===== config.mk =====
export PLATFORM = sky130hd
export DESIGN_NAME = sw_debouncer_array
export DESIGN_NICKNAME = d
export VERILOG_FILES = /design/src/rtl/sw_debouncer_array.sv
export SDC_FILE = /design/constraint.sdc
export NUM_CORES = 1
export LEC_CHECK = 0
export CORE_UTILIZATION = 35
export CTS_CLUSTER_SIZE = 20
export DETAILED_ROUTE_END_ITERATION = 16
export PLACE_DENSITY = 0.54
export SLEW_MARGIN = 40
export SYNTH_ARGS = -nofsm -noshare
export SYNTH_HDL_FRONTEND = slang
export SYNTH_SLANG_ARGS = --single-unit

===== constraint.sdc =====
create_clock -name clk -period 1.37 [get_ports clk]
set_input_delay 0.2055 -clock clk [delete_from_list [all_inputs] [get_ports clk]]
set_output_delay 0.2055 -clock clk [all_outputs]
set_load 0.1 [all_outputs]

===== src/rtl/sw_debouncer_array.sv =====
// N-channel switch debouncer producing a filtered level, rise/fall strobes and an aggregate change flag.
// Define SW_DEBOUNCER_SYNC_EN to put a 2-flop synchroniser in front of each channel's filter.
module sw_debouncer_array #(
  parameter int unsigned N             = 4,
  parameter int unsigned STABLE_CYCLES = 16,
  parameter int unsigned CW            = $clog2(STABLE_CYCLES)
) (
  input  logic         clk,
  input  logic         rst,
  input  logic [N-1:0] PB,
  output logic [N-1:0] DEBOUNCED,
  output logic [N-1:0] RISE,
  output logic [N-1:0] FALL,
  output logic         CHANGED
);

  localparam logic [CW-1:0] CNT_MAX = CW'(STABLE_CYCLES - 1);

  logic [N-1:0] x;

`ifdef SW_DEBOUNCER_SYNC_EN
  logic [N-1:0] sync1_q, sync1_d;
  logic [N-1:0] sync2_q, sync2_d;

  always_comb begin
    sync1_d = PB;
    sync2_d = sync1_q;
  end

  always_ff @(posedge clk) begin
    if (rst) begin
      sync1_q <= '0;
      sync2_q <= '0;
    end else begin
      sync1_q <= sync1_d;
      sync2_q <= sync2_d;
    end
  end

  assign x = sync2_q;
`else
  assign x = PB;
`endif

  logic [N-1:0]  db_q, db_d;
  logic [N-1:0]  rise_q, rise_d;
  logic [N-1:0]  fall_q, fall_d;
  logic          changed_q, changed_d;
  logic [CW-1:0] cnt_q [N];
  logic [CW-1:0] cnt_d [N];

  // Per channel: any sample matching the current level restarts the window, discarding bounces.
  always_comb begin
    db_d   = db_q;
    rise_d = '0;
    fall_d = '0;
    for (int i = 0; i < int'(N); i++) begin
      cnt_d[i] = cnt_q[i];
      if (x[i] == db_q[i]) begin
        cnt_d[i] = '0;
      end else if (cnt_q[i] == CNT_MAX) begin
        db_d[i]   = x[i];
        cnt_d[i]  = '0;
        rise_d[i] = x[i];
        fall_d[i] = ~x[i];
      end else begin
        cnt_d[i] = cnt_q[i] + CW'(1);
      end
    end
    changed_d = |(rise_d | fall_d);
  end

  always_ff @(posedge clk) begin
    if (rst) begin
      db_q      <= '0;
      rise_q    <= '0;
      fall_q    <= '0;
      changed_q <= 1'b0;
      for (int i = 0; i < int'(N); i++) begin
        cnt_q[i] <= '0;
      end
    end else begin
      db_q      <= db_d;
      rise_q    <= rise_d;
      fall_q    <= fall_d;
      changed_q <= changed_d;
      for (int i = 0; i < int'(N); i++) begin
        cnt_q[i] <= cnt_d[i];
      end
    end
  end

  assign DEBOUNCED = db_q;
  assign RISE      = rise_q;
  assign FALL      = fall_q;
  assign CHANGED   = changed_q;

endmodule


# Word-level counts from Yosys, hierarchy flattened
# Memories as Yosys holds them, arrays and structs flattened.
# Cells that the tools add are included.
# word_totals
reg_bits	13
ram_bits	16
out_inout_bits	13
wordCells	69
memories	1
# mem_list
memory	words	width	read_ports	rd_clocked_by_memory_dff	wr	line	text
cnt_q	4	4	4	0	4	49	logic [CW-1:0] cnt_q [N];
# op_classes
addsub	4
n_eq_ne	8
muxes	31
bitwise_logic	13
n_reduce_logical	5
# op_table
cell	count
$mux W4	12
$mux W1	19
$add A4 B1 Y4 const B	4
$eq A4 B4 Y1 const B	4
$not A1 Y1	8
$reduce_and A2 Y1	4
$eq A1 B1 Y1	4
$or A1 B1 Y1	4
$or A4 B4 Y4	1
$reduce_or A4 Y1	1

# Longest topological paths before layout
# logic_depth
ltp_word	5
depth_mapped	4
mapped_depth_nobuf	4

# Worst setup path after synthesis
# No wires, ideal clock.
# synth_path
kind	register to register
start	register db_q[0], in the netlist DEBOUNCED[0]
end	memory cnt_q[0][3] (netlist name)
t_arrival_ps	1663
t_required_ps	1308
slack_ps	-355
stages_incl_launch_ff	4
path_buffers	0
cell_sequence	dfxtp_1 > xnor2_1 > a311o_2 > nor2_2
# synth_rtl
item	line	text
start, declared	45	logic [N-1:0] db_q, db_d;
start signal, assigned	75	db_q <= '0;
start signal, assigned	83	db_q <= db_d;
end, declared	49	

==> impl_metrics.yaml <==
outcome:
  status: "finished, final reports clean"
sta:
  skew_ns: 0.00713
  hold_violations: 0
  max_freq_mhz: 801
  tightest_slew_ns: 0.305
  setup_viol: 0
  final.setup.tns_ns: 0
  fin_crit_ns: 1.25
  rsz0062_at_grt: "false"
  final.setup.worst_slack_ns: 0.121
  max_slew_margin: 0.795
  fin_crit_sh: 0.911
  maxSlewViolCount: 0
final_layout:
  final_cell_mix: "dfxtp_1, nor2_1, buf_12, nand3_1, buf_4"
  nFillCells: 248
  layout-drive-gt1-share: 0.280
  fin_cells: 163
  area_delta_synth_final_pct: 45.7
  stdcell_area_sq_um: 1540
  layout_commonest_cell: "dfxtp_1"
  fin_nets: 141
  antenna_cells: 0
floorplan:
  die_area_sq_um: 3240
  start_util: 0.376
  rows: 19
  core-area_sq_um: 2810
  die_w_um: 56.9
  io_pins: 19
  die-height_um: 56.9
setup_path:
  crit_buf_inv: 0
  max_stage_delay_ns: 0.35
  cp_slowest_cell: "dfxtp_1"
  startpoint_type: "flop"
  crit_required_ns: 1.62
  crit_family: "compound AO/OA/AOI/OAI gates"
  path_max_fanout: 4
  end_kind: "flop"
  crit_chain: "ha_1, nand3_1, o22a_2, a31oi_1"
  cp.arrival_ns: 1.50
  critical_path_class: "reg -> reg"
grt:
  grt_pass1_vias: 762
  grt_pass1_wl_um: 3170
  grtUsageTotal: 0.133
  grt_overflow_total: 0
  grt_max_degree: 10
  antenna_found_initial: 0
detailed_routing:
  vias: 786
  drt-pass1-iter-count: 4
  drt_wl_total_um: 1770
  ant_nets: 0
  drt_iter0_drc: 20
  post-route-drc-count: 0
  viasPerCell: 4.82
  avgRoutedWirePerCell_um: 10.8
cts:
  cts_max_level: 2
  ctsHoldBuffers: 0
  cts_made_buffers: 5
  clk-insertion-delay-late_ns: 0.32
  clk_pin_slew_ns: 0.09
  cts_setup_buffers: 0
  cts_tree: "yes"
  clockBufferDepth: 2
  root_buffer: "clkbuf_4"
  ctsResizeCount: 0
  cts_sinks: 29
logic_synthesis:
  syn_nets: 109
  synthTopCellsByArea: "dfxtp_1, nor4b_1, xor2_1, ha_1, nand3_1"
  synth_compound_area_frac: 0.0261
  muxShareOfSynthArea: 0.0380
  synthCells: 99
  synth_top_family_by_area: "simple AND/OR/NAND/NOR gates"
  synth_xor_area_frac: 0.0996
  synth_cell_types: 18
  syn_area_per_cell_sq_um: 10.7
  yosysTopAreaCell: "dfxtp_1"
  yosysTopAreaCellShare: 0.550
  yosysSeqAreaShare: 0.550
  synth_adder_area_share: 0.0474
  ys_ff_latch: 29
  yosys_warnings: 0
  synth_area_sq_um: 1050
  synth-simple-area-share: 0.215
run:
  cap_violations: 0
place:
  hpwl_um: 1310
  gp_congestion: 0.727
  dpl_worst_slack_ns: 0.0256
  dp.cells: 155
  io_buffers: 18
  placement.cell_area_sq_um: 1470
pwr:
  vdd.ir_drop.worst_mv: 0.596
  p_leak_nw: 0.659
  total_power_mw: 1.52
  p_per_area_nw_per_um2: 992
hold_path:
  hp-class: "reg -> reg"
[sequential cells by signal, summed over array words and instances (netlist names)]
name       flops
CHANGED        1
DEBOUNCED      4
RISE           4
cnt_q         16
FALL           4
[logic make-up (layout without fill, tap and decap cells)]
logic type | Yosys count | after routing
flops | 29 | 29
mux | 4 | 4
compound gates | 3 | 3
simple gates | 41 | 41
fa+ha+maj | 4 | 4
buf+inv | 6 | 39
xor+xnor | 12 | 12
[cell usage after synthesis]
| master | number |
|---|---|
| a311o_2 | 1 |
| a31oi_1 | 1 |
| and3_1 | 4 |
| buf_2 | 2 |
| dfxtp_1 | 29 |
| ha_1 | 4 |
| inv_1 | 4 |
| mux2i_1 | 4 |
| nand2b_1 | 2 |
| nand3_1 | 10 |
| nor2_1 | 13 |
| nor2_2 | 1 |
| nor3_1 | 3 |
| nor3b_1 | 1 |
| nor4b_1 | 7 |
| o22a_2 | 1 |
| xnor2_1 | 5 |
| xor2_1 | 7 |
[routing by layer]
layer,GRT usage,up-vias,wire [um]
met2,0.200,13,827
met1,0.149,359,813
met5,0,-,0
met3,0.0507,7,70
met4,0.105,0,57
li1,-,407,-
[final timing paths]
path	startpoint	depth (start not counted)	endpoint	slack, ns
min reg2reg	cnt_q[0][0]	1	cnt_q[0][0]	0.45
max	cnt_q[0][0]	4	CHANGED	0.12
max reg2reg	cnt_q[0][0]	4	CHANGED	0.12
min	cnt_q[0][0]	1	cnt_q[0][0]	0.45
[layout make-up]
class	count	area, sq um	area share
well taps	31	38.8	0.0252
multi-input cells	64	449	0.292
repair buffers	27	378	0.246
inverters	4	15.0	0.00977
clock buffers	7	65.1	0.0423
flip-flops and latches	29	586	0.381
clock inverters	1	5.00	0.00326
[report_power, final]
group,total (mW),switching (mW),internal [mW]
combinational,0.0826,0.0373,0.0453
sequential,0.862,0.00792,0.854
clock,0.579,0.282,0.297
[metrics by stage]
| stage | hold WS [ns] | utilization |
|---|---|---|
| 2_1_floorplan | 0.282 | - |
| 3_3_place_gp | 0.427 | 0.523 |
| 3_5_place_dp | 0.437 | 0.523 |
| 4_1_cts | 0.449 | 0.548 |
| 5_1_grt | 0.464 | 0.548 |
| 6_report | 0.445 | 0.548 |
Power figures use the tool's default switching activity.
